--- src/rtl/copro_pkg.sv ---
// Shared definitions for the LM32 float coprocessor master: state encoding,
// opcode field values and the canonical quiet NaN returned on timeout.
package copro_pkg;

    typedef enum logic [1:0] {
        IDLE  = 2'd0,
        ISSUE = 2'd1,
        RESP  = 2'd2,
        DRAIN = 2'd3
    } master_state_e;

    localparam logic [1:0] OP_ADD = 2'b00;
    localparam logic [1:0] OP_SUB = 2'b01;
    localparam logic [1:0] OP_MUL = 2'b10;
    localparam logic [1:0] OP_DIV = 2'b11;

    localparam logic [31:0] QNAN = 32'h7FC0_0000;

endpackage

--- src/rtl/float_copro_master.sv ---
// Initiator side of the LM32 float coprocessor interface: issues one operation
// at a time, returns the result (or a timeout QNAN) on a response channel.
module float_copro_master
    import copro_pkg::*;
#(
    parameter int TIMEOUT_CYCLES = 64,
    parameter int LAT_W          = 8
) (
    input  logic             clk,
    input  logic             reset,
    input  logic             req_valid,
    output logic             req_ready,
    input  logic [10:0]      req_opcode,
    input  logic [31:0]      req_op0,
    input  logic [31:0]      req_op1,
    output logic             rsp_valid,
    input  logic             rsp_ready,
    output logic [31:0]      rsp_result,
    output logic             rsp_timeout,
    output logic [LAT_W-1:0] last_latency,
    output logic             copro_valid,
    output logic [10:0]      copro_opcode,
    output logic [31:0]      copro_op0,
    output logic [31:0]      copro_op1,
    input  logic             copro_complete,
    input  logic [31:0]      copro_result
);

    localparam int               CNT_W    = $clog2(TIMEOUT_CYCLES) + 1;
    localparam logic [CNT_W-1:0] CNT_LAST = CNT_W'(TIMEOUT_CYCLES - 1);
    localparam int               LAT_MAX  = (1 << LAT_W) - 1;

    master_state_e    state;
    logic [CNT_W-1:0] counter;

    // Handshakes: a transfer happens on a rising clk edge where valid && ready;
    // the producer holds valid and its payload stable until that edge.
    // Holding off while complete is high keeps a stale completion (e.g. after
    // a reset mid-operation) from being taken as the answer to a new request.
    assign req_ready = (state == IDLE) && !copro_complete;

    always_ff @(posedge clk) begin
        if (reset) begin
            state        <= IDLE;
            counter      <= '0;
            copro_valid  <= 1'b0;
            copro_opcode <= '0;
            copro_op0    <= '0;
            copro_op1    <= '0;
            rsp_valid    <= 1'b0;
            rsp_result   <= '0;
            rsp_timeout  <= 1'b0;
            last_latency <= '0;
        end else begin
            case (state)
                IDLE: begin
                    if (req_valid && req_ready) begin
                        copro_opcode <= req_opcode;
                        copro_op0    <= req_op0;
                        copro_op1    <= req_op1;
                        copro_valid  <= 1'b1;
                        counter      <= '0;
                        state        <= ISSUE;
                    end
                end
                ISSUE: begin
                    counter <= counter + CNT_W'(1);
                    // Completion takes priority over a timeout in the same cycle.
                    if (copro_complete) begin
                        rsp_result  <= copro_result;
                        rsp_timeout <= 1'b0;
                        if (int'(counter) > LAT_MAX) begin
                            last_latency <= '1;
                        end else begin
                            last_latency <= LAT_W'(counter);
                        end
                        copro_valid <= 1'b0;
                        rsp_valid   <= 1'b1;
                        state       <= RESP;
                    end else if (counter == CNT_LAST) begin
                        rsp_result  <= QNAN;
                        rsp_timeout <= 1'b1;
                        copro_valid <= 1'b0;
                        rsp_valid   <= 1'b1;
                        state       <= RESP;
                    end
                end
                RESP: begin
                    if (rsp_ready) begin
                        rsp_valid <= 1'b0;
                        state     <= copro_complete ? DRAIN : IDLE;
                    end
                end
                DRAIN: begin
                    if (!copro_complete) begin
                        state <= IDLE;
                    end
                end
                default: state <= IDLE;
            endcase
        end
    end

endmodule

--- config.mk ---
export PLATFORM = sky130hd
export DESIGN_NAME = float_copro_master
export DESIGN_NICKNAME = d
export VERILOG_FILES = /design/src/rtl/copro_pkg.sv /design/src/rtl/float_copro_master.sv
export SDC_FILE = /design/constraint.sdc
export NUM_CORES = 1
export LEC_CHECK = 0
export BUFFER_PORTS_ARGS = -buffer_cell sky130_fd_sc_hd__buf_2
export CAP_MARGIN = 20
export CORE_MARGIN = 3
export CORE_UTILIZATION = 45
export DETAILED_ROUTE_END_ITERATION = 8
export PLACE_DENSITY_LB_ADDON = 0.1
export SKIP_CTS_REPAIR_TIMING = 1
export SLEW_MARGIN = 5
export SYNTH_ARGS = -nofsm -noshare
export SYNTH_HDL_FRONTEND = slang
export SYNTH_SLANG_ARGS = --single-unit
--- constraint.sdc ---
create_clock -name clk -period 1.8 [get_ports clk]
set_clock_uncertainty 0.15 [all_clocks]
set_input_delay 0.18 -clock clk [delete_from_list [all_inputs] [get_ports clk]]
set_output_delay 0.18 -clock clk [all_outputs]
set_load 0.02 [all_outputs]
# [After elaboration in Yosys (flattened, before gate mapping)]
# Index checks and enable logic that the tools add are counted.
[op_classes] muxes=20 reduce_logical=14 add_sub_neg=1 n_eq_ne=8
[ops] cell="2-to-1 mux 32 bit" n=2
[ops] cell="case mux 7 bit (2 select lines)" n=1
[ops] cell="2-to-1 mux 2 bit" n=6
[ops] cell="case mux 2 bit (4 select lines)" n=1
[ops] cell="AND reduction 2 bit" n=4
[ops] cell="adder 7 x 1 -> 7 bit, second input constant" n=1
[ops] cell="equality test 7 x 6 -> 1 bit, second input constant" n=1
[ops] cell="2-to-1 mux 1 bit" n=7
[ops] cell="2-to-1 mux 7 bit" n=1
[ops] cell="AND reduction 3 bit" n=2
[ops] cell="nonzero test 2 bit" n=3
[ops] cell="equality test 2 bit, second input constant" n=2
[ops] cell="inequality test 2 bit, second input constant" n=2
[ops] cell="case mux 1 bit (2 select lines)" n=2
[ops] cell="AND reduction 4 bit" n=1
[ops] cell="inequality test 3 bit, second input constant" n=1
[ops] cell="equality test 2 x 1 -> 1 bit, second input constant" n=1
[ops] cell="logical AND 1 bit" n=2
[ops] cell="zero test 2 bit" n=1
[ops] cell="inequality test 2 x 1 -> 1 bit, second input constant" n=1
[ops] cell="zero test 1 bit" n=1
[word_totals] output_inout_bits=119 input_bits=112 reg_bits=126 elab_cells=53

# [Depth between registers and ports, before layout]
# Gate-level depths: netlist of the first run.
[depth] depth_word=5 ltp_mapped=8

# [Worst setup path after synthesis of the first run]
# No wires, ideal clock.
[synth_path] path_kind="register to register" from="register state[1]" to="register copro_op0[23]" setup_ns=0.132 n_path_buf=4 arrival_ns=1.424 required_time_ns=1.518 path_stages_with_launch=8 synth_period_minus_slack_ns=1.706 slack_ns=0.094 path_cell_list="dfxtp_1 > buf_6 > or4b_1 > buf_2 > buf_6 > buf_6 > nand2_1 > a21oi_1"
[synth_via] elab_chain_cells=4
[synth_rtl] item="start: declaration" line="float_copro_master.sv:33" rtl="master_state_e state;"
[synth_rtl] item="start signal: assignment" line="float_copro_master.sv:91" rtl="state <= copro_complete ? DRAIN : IDLE;"
[synth_rtl] item="zero test 2 bit *" line="float_copro_master.sv:40, float_copro_master.sv:55"
[synth_rtl] item="logical AND 1 bit" line="float_copro_master.sv:40" rtl="assign req_ready = (state == IDLE) && !copro_complete;"
[synth_rtl] item="logical AND 1 bit" line="float_copro_master.sv:57" rtl="if (req_valid && req_ready) begin"
[synth_rtl] item="AND reduction 2 bit (no source line) *"
[synth_rtl] item="end signal: assignment" line="float_copro_master.sv:59" rtl="copro_op0 <= req_op0;"
[synth_rtl] item="end: declaration" line="float_copro_master.sv:23" rtl="output logic [31:0] copro_op0,"
# Mark *: on every way between the ends. The rest lies on a longest branch, timed or not.
# A chain may end at the register's enable or synchronous reset.

# [Final worst setup path of the first run]
[layout_path] from="register state[1]" to="register counter[3]"
[layout_via] elab_chain_cells=5
[layout_rtl] item="zero test 2 bit" line="float_copro_master.sv:40, float_copro_master.sv:55"
[layout_rtl] item="logical AND 1 bit" line="float_copro_master.sv:40"
[layout_rtl] item="logical AND 1 bit" line="float_copro_master.sv:57"
[layout_rtl] item="inequality test 2 x 1 -> 1 bit (no source line)"
[layout_rtl] item="AND reduction 2 bit (no source line)"
[layout_rtl] item="end signal: assignment" line="float_copro_master.sv:67" rtl="counter <= counter + CNT_W'(1);"
[layout_rtl] item="end: declaration" line="float_copro_master.sv:34" rtl="logic [CNT_W-1:0] counter;"
# Several ways; a longest one is shown, not always the timed one.

==> impl_metrics.yaml, run 1 <==
worst_setup_path:
  path_delay_family: "simple AND/OR/NAND/NOR gates"
  reg2reg_from: "state[1]"
  critPathArrivalTime_ns: 2.02
  cpMaxStageDelayCell: "or4b_2"
  worstPathRequired_ns: 2.09
  reg2reg_slack_ns: 0.07
  cp.depth: 4
  path_buf_inv: 1
  critical_path.startpoint: "state[1]"
  crit_fanout: 9
  critical_path_class: "register to register"
  end_kind: "register"
  crit_chain: "buf_4, nand2b_1, or4b_2, a21oi_1"
  worstSetupStartpointType: "register"
  critPathMaxStageDelay_ns: 0.66
  r2r-end: "counter[3]"
  cp-endpoint: "counter[3]"
  reg2reg_depth: 4
drt:
  antenna_left: 0
  first_pass_iters: 4
  drc_errors: 0
  vias_per_cell: 4.96
  drt_iter0_markers: 372
  drt-total-wl_mm: 15.0
  wire_per_inst_um: 14.3
  via_count: 5196
outcome:
  status: "complete, but fails checks"
  violations: "hold timing"
logic_synthesis:
  yosys-top-cells-count: "nand2_1, dfxtp_1, a21oi_1"
  synth_seq_cells: 126
  synth_top_area_share_pct: 54.9
  yosysTopAreaCell: "dfxtp_1"
  netlist_top_cells_area: "dfxtp_1, nand2_1, a21oi_1"
  yosysMostFrequentCell: "nand2_1"
  async_reset_ff_share_pct: 0
  ys_seq_area_share_pct: 54.9
  syn_inst: 574
  syn_area_um2: 4590
  ys_warn_count: 0
  synth_nets: 687
  avgSynthCellArea_um2: 8.00
  ys_types: 34
  synth_flop_cell: "dfxtp_1"
  synth_edf_count: 0
global_routing:
  grt_use_total_pct: 22.1
  grt_pass1_vias: 4518
  grt_max_degree: 77
  overflow: 0
  antenna_found_initial: 0
  grt_pass1_wl_mm: 20.4
final_layout:
  layout-drive-gt1-share_pct: 30.5
  diodes: 0
  area_growth_pct: 63.2
  fillers: 727
  nNetsFinal: 1015
sta:
  hold_viol_final: 1
  timing.fmax_mhz: 578
  rsz0062_at_grt: "true"
  fin_crit_ns: 1.73
  final.setup.tns_ns: 0
  setup_violations: 0
  maxSlewHeadroom_pct: 66.4
  max_slew.worst_pin.slew_ns: 0.504
  whs_ns: -0.00825
  report.final.slew_viol_count: 0
  period_share_pct: 96.1
place:
  post-dp-hpwl_mm: 8.95
  port-buffer-count: 229
  place_congestion: 0.764
clock_tree:
  worst_skew_pair.late_latency_ns: 0.51
  cts_max_path_buffers: 2
  cts_tree: "built"
  clkTransAtPathRegs_ns: 0.05
  numCtsBuffers: 17
  cts_root_buf: "clkbuf_8"
  cts_num_sinks: 126
  h-tree-depth: 4
floorplanning:
  coreArea_um2: 9860
  fp.dieW_um: 107
  start_util_pct: 46.6
  io-pin-count: 231
  die_area_um2: 11500
  fp-row-count: 36
  fp.dieH_um: 107
power:
  leakagePower_nw: 3.37
  peakVddDrop_mv: 0.608
  power_w: 0.00721
  powerDensity_nw_per_um2: 962
worst_hold_path:
  hp-class: "input pin to register"
flow_run:
  max_cap_viol_count: 0
-- state kept, by name, summed over array words and instances (netlist names) --
| name | cells |
|---|---|
| copro_valid | 1 |
| rsp_timeout | 1 |
| copro_opcode | 11 |
| rsp_result | 32 |
| state | 2 |
| last_latency | 7 |
| copro_op1 | 32 |
| copro_op0 | 32 |
| counter | 7 |
| rsp_valid | 1 |
-- power breakdown --
part | total [W] | switching [W] | internal, W
Combinational | 0.00117 | 0.000646 | 0.000521
Sequential | 0.00302 | 0.0000803 | 0.00294
Clock | 0.00302 | 0.00113 | 0.00189
-- placed cells by master (no fill, tap or decap), types with 14 or more instances in the layout --
cell,synthesis,layout
buf_2,14,228
clkbuf_16,0,16
nand2_1,193,193
buf_4,5,14
dlygate4sd3_1,0,110
nor2_1,16,16
nand3_1,27,27
dfxtp_1,126,126
a21oi_1,114,114
nor3_1,22,22
-- final cells by class --
class / count / area, µm² / share of cell area, %
clock buffers: 25 / 464 / 6.19
clock inverters: 7 / 62.6 / 0.835
multi-input cells: 400 / 1830 / 24.4
flip-flops and latches: 126 / 2520 / 33.7
well taps: 133 / 166 / 2.22
repair buffers: 357 / 2450 / 32.7
-- routing by layer --
layer / share of wire (%) / track usage, % / up-vias
li1: - / - / 2558
met1: 37 / 24.0 / 2400
met2: 53 / 39.8 / 197
met3: 7.6 / 7.83 / 41
met4: 2.8 / 7.49 / 0
met5: 0 / 0 / -
-- how the worst min path moves through the flow --
stage | from | to | slack [ns] | cells after the start
final | copro_complete | state[1] | -0.008 | 4
after global routing | copro_complete | state[1] | 0.03 | 4
after CTS | req_op1[28] | copro_op1[28] | -0.27 | 3
after detailed placement | req_op1[28] | copro_op1[28] | 0.28 | 3
after global placement | req_op1[17] | copro_op1[17] | 0.27 | 3
after floorplan | req_op0[10] | copro_op0[10] | 0.17 | 2
-- tightest hold or removal path, stage by stage --
cell	delay, ns
buf_2	0.10
buf_4	0.14
nor3b_1	0.05
nor3_1	0.12
-- cell families (layout without fill, tap and decap cells) --
family / after synthesis / after routing / synth area share [%]
other cells: 1 / 1 / 0.0816
compound gates: 122 / 122 / 13.6
mux: 1 / 1 / 0.245
fa+ha+maj: 1 / 1 / 0.272
simple gates: 275 / 275 / 25.4
flops: 126 / 126 / 54.9
buf+inv: 48 / 389 / 5.53
-- through the flow --
stage / setup WS (ns) / cell area [µm²] / hold slack, ns / instances / util [%]
floorplan: 0.0936 / 4590 / 0.166 / 574 / -
global placement: 0.0667 / 5860 / 0.272 / 906 / 59.4
detailed placement: 0.0393 / 5860 / 0.278 / 906 / 59.4
CTS: 0.0329 / 6380 / -0.271 / 938 / 64.7
global route: -0.0213 / 7490 / 0.0347 / 1048 / 76.0
finish: 0.0698 / 7490 / -0.00825 / 1048 / 76.0
Note: power is estimated with default switching activity, not from simulation.
==> run 2, diff against run 1 <==
- CELL_PAD_IN_SITES_DETAIL_PLACEMENT: not set -> 1
- CELL_PAD_IN_SITES_GLOBAL_PLACEMENT: not set -> 2
- CORE_UTILIZATION: 45 -> 24
==> impl_metrics.yaml, run 2 (synthesis gave the netlist of run 1 again) <==
worst_hold_path:
  hp-class: "input pin to register"
  worstHoldStart: "copro_complete"
  holdPathStages: 3
drt:
  first_pass_iters: 4
  wire_per_inst_um: 14.6
  drt-total-wl_mm: 16.7
  via_count: 5073
  drc_errors: 0
  vias_per_cell: 4.43
  drt_iter0_markers: 120
  antenna_left: 0
worst_setup_path:
  crit_fanout: 6
  critical_path.startpoint: "state[1]"
  worstSetupStartpointType: "register"
  critPathArrivalTime_ns: 1.35
  reg2reg_from: "state[1]"
  reg2reg_depth: 5
  end_kind: "output port"
  worstPathRequired_ns: 1.47
  critical_path_class: "register to output port"
  reg2reg_slack_ns: 0.13
place:
  placed_cell_area_um2: 6020
  place_ws_ns: 0.0592
  post-dp-hpwl_mm: 11.4
  port-buffer-count: 229
  place_congestion: 0.751
sta:
  setup_violations: 0
  hold_viol_final: 1
  final.setup.tns_ns: 0
  report.final.slew_viol_count: 0
  period_share_pct: 93.3
  whs_ns: -0.0102
  timing.fmax_mhz: 596
  setup_slack_ns: 0.121
  fin_crit_ns: 1.68
floorplanning:
  coreArea_um2: 18400
  fp.dieH_um: 144
  fp-row-count: 49
  fp.dieW_um: 144
  io-pin-count: 231
  die_area_um2: 20800
  start_util_pct: 25.0
clock_tree:
  clkTransAtPathRegs_ns: 0.06
  cts_num_sinks: 126
  numCtsBuffers: 17
  cts_tree: "built"
  cts_max_path_buffers: 2
  cts_root_buf: "clkbuf_16"
  worst_skew_pair.late_latency_ns: 0.40
  h-tree-depth: 4
final_layout:
  mostFrequentLayoutCells: "buf_2, nand2_1, dfxtp_1"
  final_area_um2: 7670
  fin_util_pct: 41.7
  reg_top3: "copro_op0: 32 flops, copro_op1: 32 flops, rsp_result: 32 flops"
  layout-drive-gt1-share_pct: 31.1
  nNetsFinal: 1015
  fillers: 2206
  area_growth_pct: 67.0
  mostFrequentLayoutCell: "buf_2"
global_routing:
  grt_max_degree: 70
  grt_use_total_pct: 14.9
  overflow: 0
  antenna_found_initial: 2
  grt_pass1_vias: 4843
  grt_pass1_wl_mm: 24.6
outcome:
  status: "complete, but fails checks"
  violations: "hold timing"
power:
  leakagePower_nw: 3.40
  peakVddDrop_mv: 0.673
  powerDensity_nw_per_um2: 987
flow_run:
  max_cap_viol_count: 0
-- run 2: cell types whose count changed in the layout (fill, tap and decap cells not counted), moves of 2 or more --
cell | previous run | this run
clkbuf_1 | 6 | 2
buf_4 | 14 | 16
diode_2 | 0 | 2
dlygate4sd3_1 | 110 | 107
clkinvlp_4 | 1 | 3
-- run 2: cell type report --
class | instances | area (µm²) | share of cell area (%)
diodes | 2 | 5.00 | 0.0652
multi-input cells | 400 | 1830 | 23.8
clock inverters | 11 | 116 | 1.52
repair buffers | 357 | 2450 | 32.0
well taps | 229 | 287 | 3.73
clock buffers | 21 | 460 | 6.00
flip-flops and latches | 126 | 2520 | 32.9
-- run 2: where the power goes --
group          internal, W  switching [W]  total (W)
logic             0.000522       0.000657    0.00118
registers          0.00294      0.0000787    0.00302
clock network      0.00210        0.00127    0.00337
total              0.00557        0.00200    0.00757
-- run 2: path summary, 6_finish.rpt --
check                    endpoint
hold / removal           state[0]
hold reg to reg   last_latency[3]
setup / recovery        req_ready
setup reg to reg    copro_op1[21]
-- run 2: critical path, cell delays in order, from the launching register on --
cell	delay, ns
dfxtp_1	0.34
buf_4	0.17
nor3_1	0.21
buf_2	0.22
-- run 2: layer usage --
layer / global-route usage, % / share of wire, %
met5: 0 / 0.078
met1: 17.8 / 45
met3: 5.65 / 6.7
met4: 5.55 / 1.5
met2: 24.4 / 46
-- run 2: metrics by stage --
stage          cells  total power, W
6_report        1146         0.00757
5_1_grt         1145         0.00794
4_1_cts         1037         0.00752
3_5_place_dp    1005         0.00410
3_3_place_gp    1005         0.00406
2_1_floorplan    574         0.00366
==> run 3, diff against run 2 <==
- ABC_AREA: not set -> 1
- CORE_MARGIN: 3 -> 10
- CORE_UTILIZATION: 24 -> 25
- CTS_CLUSTER_DIAMETER: not set -> 60
==> impl_metrics.yaml, run 3 <==
logic_synthesis:
  synthAdderAreaFrac_pct: 0.251
  synthMuxAreaShare_pct: 0
  synth_top_family_by_area: "simple AND/OR/NAND/NOR gates"
  synth_compound_area_share_pct: 10.3
  synthXorXnorAreaFrac_pct: 0
  yosysMostFrequentCell: "nand2_1"
  synth_top_area_share_pct: 50.5
  synth_nets: 725
  synth_seq_cells: 126
  netlist_top_cells_area: "dfxtp_1, nand2_1, nand3_1"
  syn_inst: 612
  syn_area_um2: 4990
  ys_seq_area_share_pct: 50.5
  async_reset_ff_share_pct: 0
  yosysTopAreaCell: "dfxtp_1"
  synth_flop_cell: "dfxtp_1"
  ys_warn_count: 0
  yosys-top-cells-count: "nand2_1, dfxtp_1, nand3_1"
  yosys.area_share.simple_pct: 31.4
  synth_edf_count: 0
  avgSynthCellArea_um2: 8.16
  ys_types: 28
final_layout:
  layout-drive-gt1-share_pct: 34.9
  nNetsFinal: 1054
  final_area_um2: 8180
  stdcell_count: 1220
  mostFrequentLayoutCell: "buf_2"
  mostFrequentLayoutCells: "buf_2, nand2_1, dfxtp_1"
  area_growth_pct: 63.8
  reg_top3: "copro_op0: 32 flops, copro_op1: 32 flops, rsp_result: 32 flops"
sta:
  setup_slack_ns: 0.0718
  fin_crit_ns: 1.73
  hold_viol_final: 0
  setup_violations: 0
  whs_ns: 0.0429
  report.final.slew_viol_count: 0
  period_share_pct: 96.0
  timing.fmax_mhz: 579
worst_setup_path:
  critical_path_class: "register to output port"
  crit_chain: "nor3_4, buf_12, buf_4"
  worstSetupStartpointType: "register"
  path_delay_family: "flip-flops"
  critPathMaxStageDelay_ns: 0.38
  critPathArrivalTime_ns: 1.40
  crit_fanout: 18
  critical_path.startpoint: "state[0]"
  reg2reg_from: "counter[0]"
  cpMaxStageDelayCell: "dfxtp_2"
  end_kind: "output port"
  path_buf_inv: 2
  worstPathRequired_ns: 1.47
  reg2reg_depth: 9
  cp.depth: 3
drt:
  drt-total-wl_mm: 20.6
  wire_per_inst_um: 16.9
  antenna_left: 0
  vias_per_cell: 4.46
  drt_iter0_markers: 153
  drc_errors: 0
  first_pass_iters: 4
  via_count: 5439
floorplanning:
  die_area_um2: 26000
  fp-row-count: 51
  io-pin-count: 231
  fp.dieH_um: 161
  fp.dieW_um: 161
  start_util_pct: 25.6
  coreArea_um2: 19500
power:
  p_sw_w: 0.00309
  peakVddDrop_mv: 0.695
  pwr-share-seq_pct: 35.0
  swShare_pct: 32.5
  p_int_w: 0.00643
  clock_power_share_pct: 37.5
  powerDensity_nw_per_um2: 1170
  power_w: 0.00952
  leakagePower_nw: 3.75
  comb_power_share_pct: 27.6
clock_tree:
  cts_tree: "built"
  cts_max_path_buffers: 2
  h-tree-depth: 4
  cts_num_sinks: 126
  worst_skew_pair.late_latency_ns: 0.41
  clkTransAtPathRegs_ns: 0.06
  numCtsBuffers: 17
  cts_root_buf: "clkbuf_16"
global_routing:
  overflow: 0
  grt_pass1_vias: 5411
  antenna_found_initial: 2
  grt_pass1_wl_mm: 29.7
  grt_use_total_pct: 14.2
  grt_max_degree: 78
worst_hold_path:
  hp-class: "input pin to register"
  worstHoldStart: "copro_complete"
  holdPathStages: 3
place:
  place_ws_ns: 0.0607
  port-buffer-count: 229
  placed_cell_area_um2: 6440
  place_congestion: 0.744
  place_inst: 1078
  post-dp-hpwl_mm: 13.8
outcome:
  status: "finished, final reports clean"
flow_run:
  max_cap_viol_count: 0
run 3: cell types whose count changed after synthesis, sizes merged, moves of 13 or more:
cell / before / now
inv: 0 / 18
nand3: 27 / 131
o21ai: 2 / 15
nand2: 193 / 162
a21oi: 114 / 86
nor3: 22 / 2
run 3: worst min-delay path, cell delays in order:
cell	delay, ns
buf_2	0.17
nand3_4	0.13
o21ai_0	0.07
run 3: area by class of cell:
class                   instances  area (µm²)
clock inverters                 8         133
diodes                          3        7.51
inverters                      19        76.3
repair buffers                359        2520
clock buffers                  22         474
multi-input cells             418        2100
well taps                     265         332
flip-flops and latches        126        2520
fillers                      2375       11400
run 3: power groups by stage:
stage          logic, W  clock network (W)  registers (W)
2_1_floorplan   0.00118                  0        0.00370
4_1_cts         0.00240            0.00367        0.00332
5_1_grt         0.00289            0.00379        0.00337
6_report        0.00263            0.00357        0.00333
3_3_place_gp    0.00234                  0        0.00336
3_5_place_dp    0.00239                  0        0.00338
run 3: worst paths after layout:
kind	end	slack [ns]
worst max register to register	rsp_result[18]	0.20
worst max-delay path	req_ready	0.07
worst min-delay path	last_latency[4]	0.04
worst min register to register	copro_valid	0.29
run 3: metal layers:
layer / vias to the layer above / global-route usage [%] / share of wire (%)
li1: 2691 / - / -
met1: 2577 / 15.9 / 41
met2: 149 / 22.9 / 50
met3: 22 / 6.74 / 7.0
met4: 0 / 5.29 / 1.9
met5: - / 0 / 0
run 3: cells by family after synthesis:
kind of cell             Yosys count
AO/OA/AOI/OAI                    102
adder cells (fa/ha/maj)            1
buffers and inverters             68
flip-flops                       126
other                              1
AND/OR/NAND/NOR                  314
run 3: stage by stage:
step                 TNS, ns  utilization [%]
CTS                   -0.101             36.1
detailed placement         0             33.0
global route        -0.00460             41.9
global placement           0             33.0
floorplan                  0                -
finish                     0             41.9
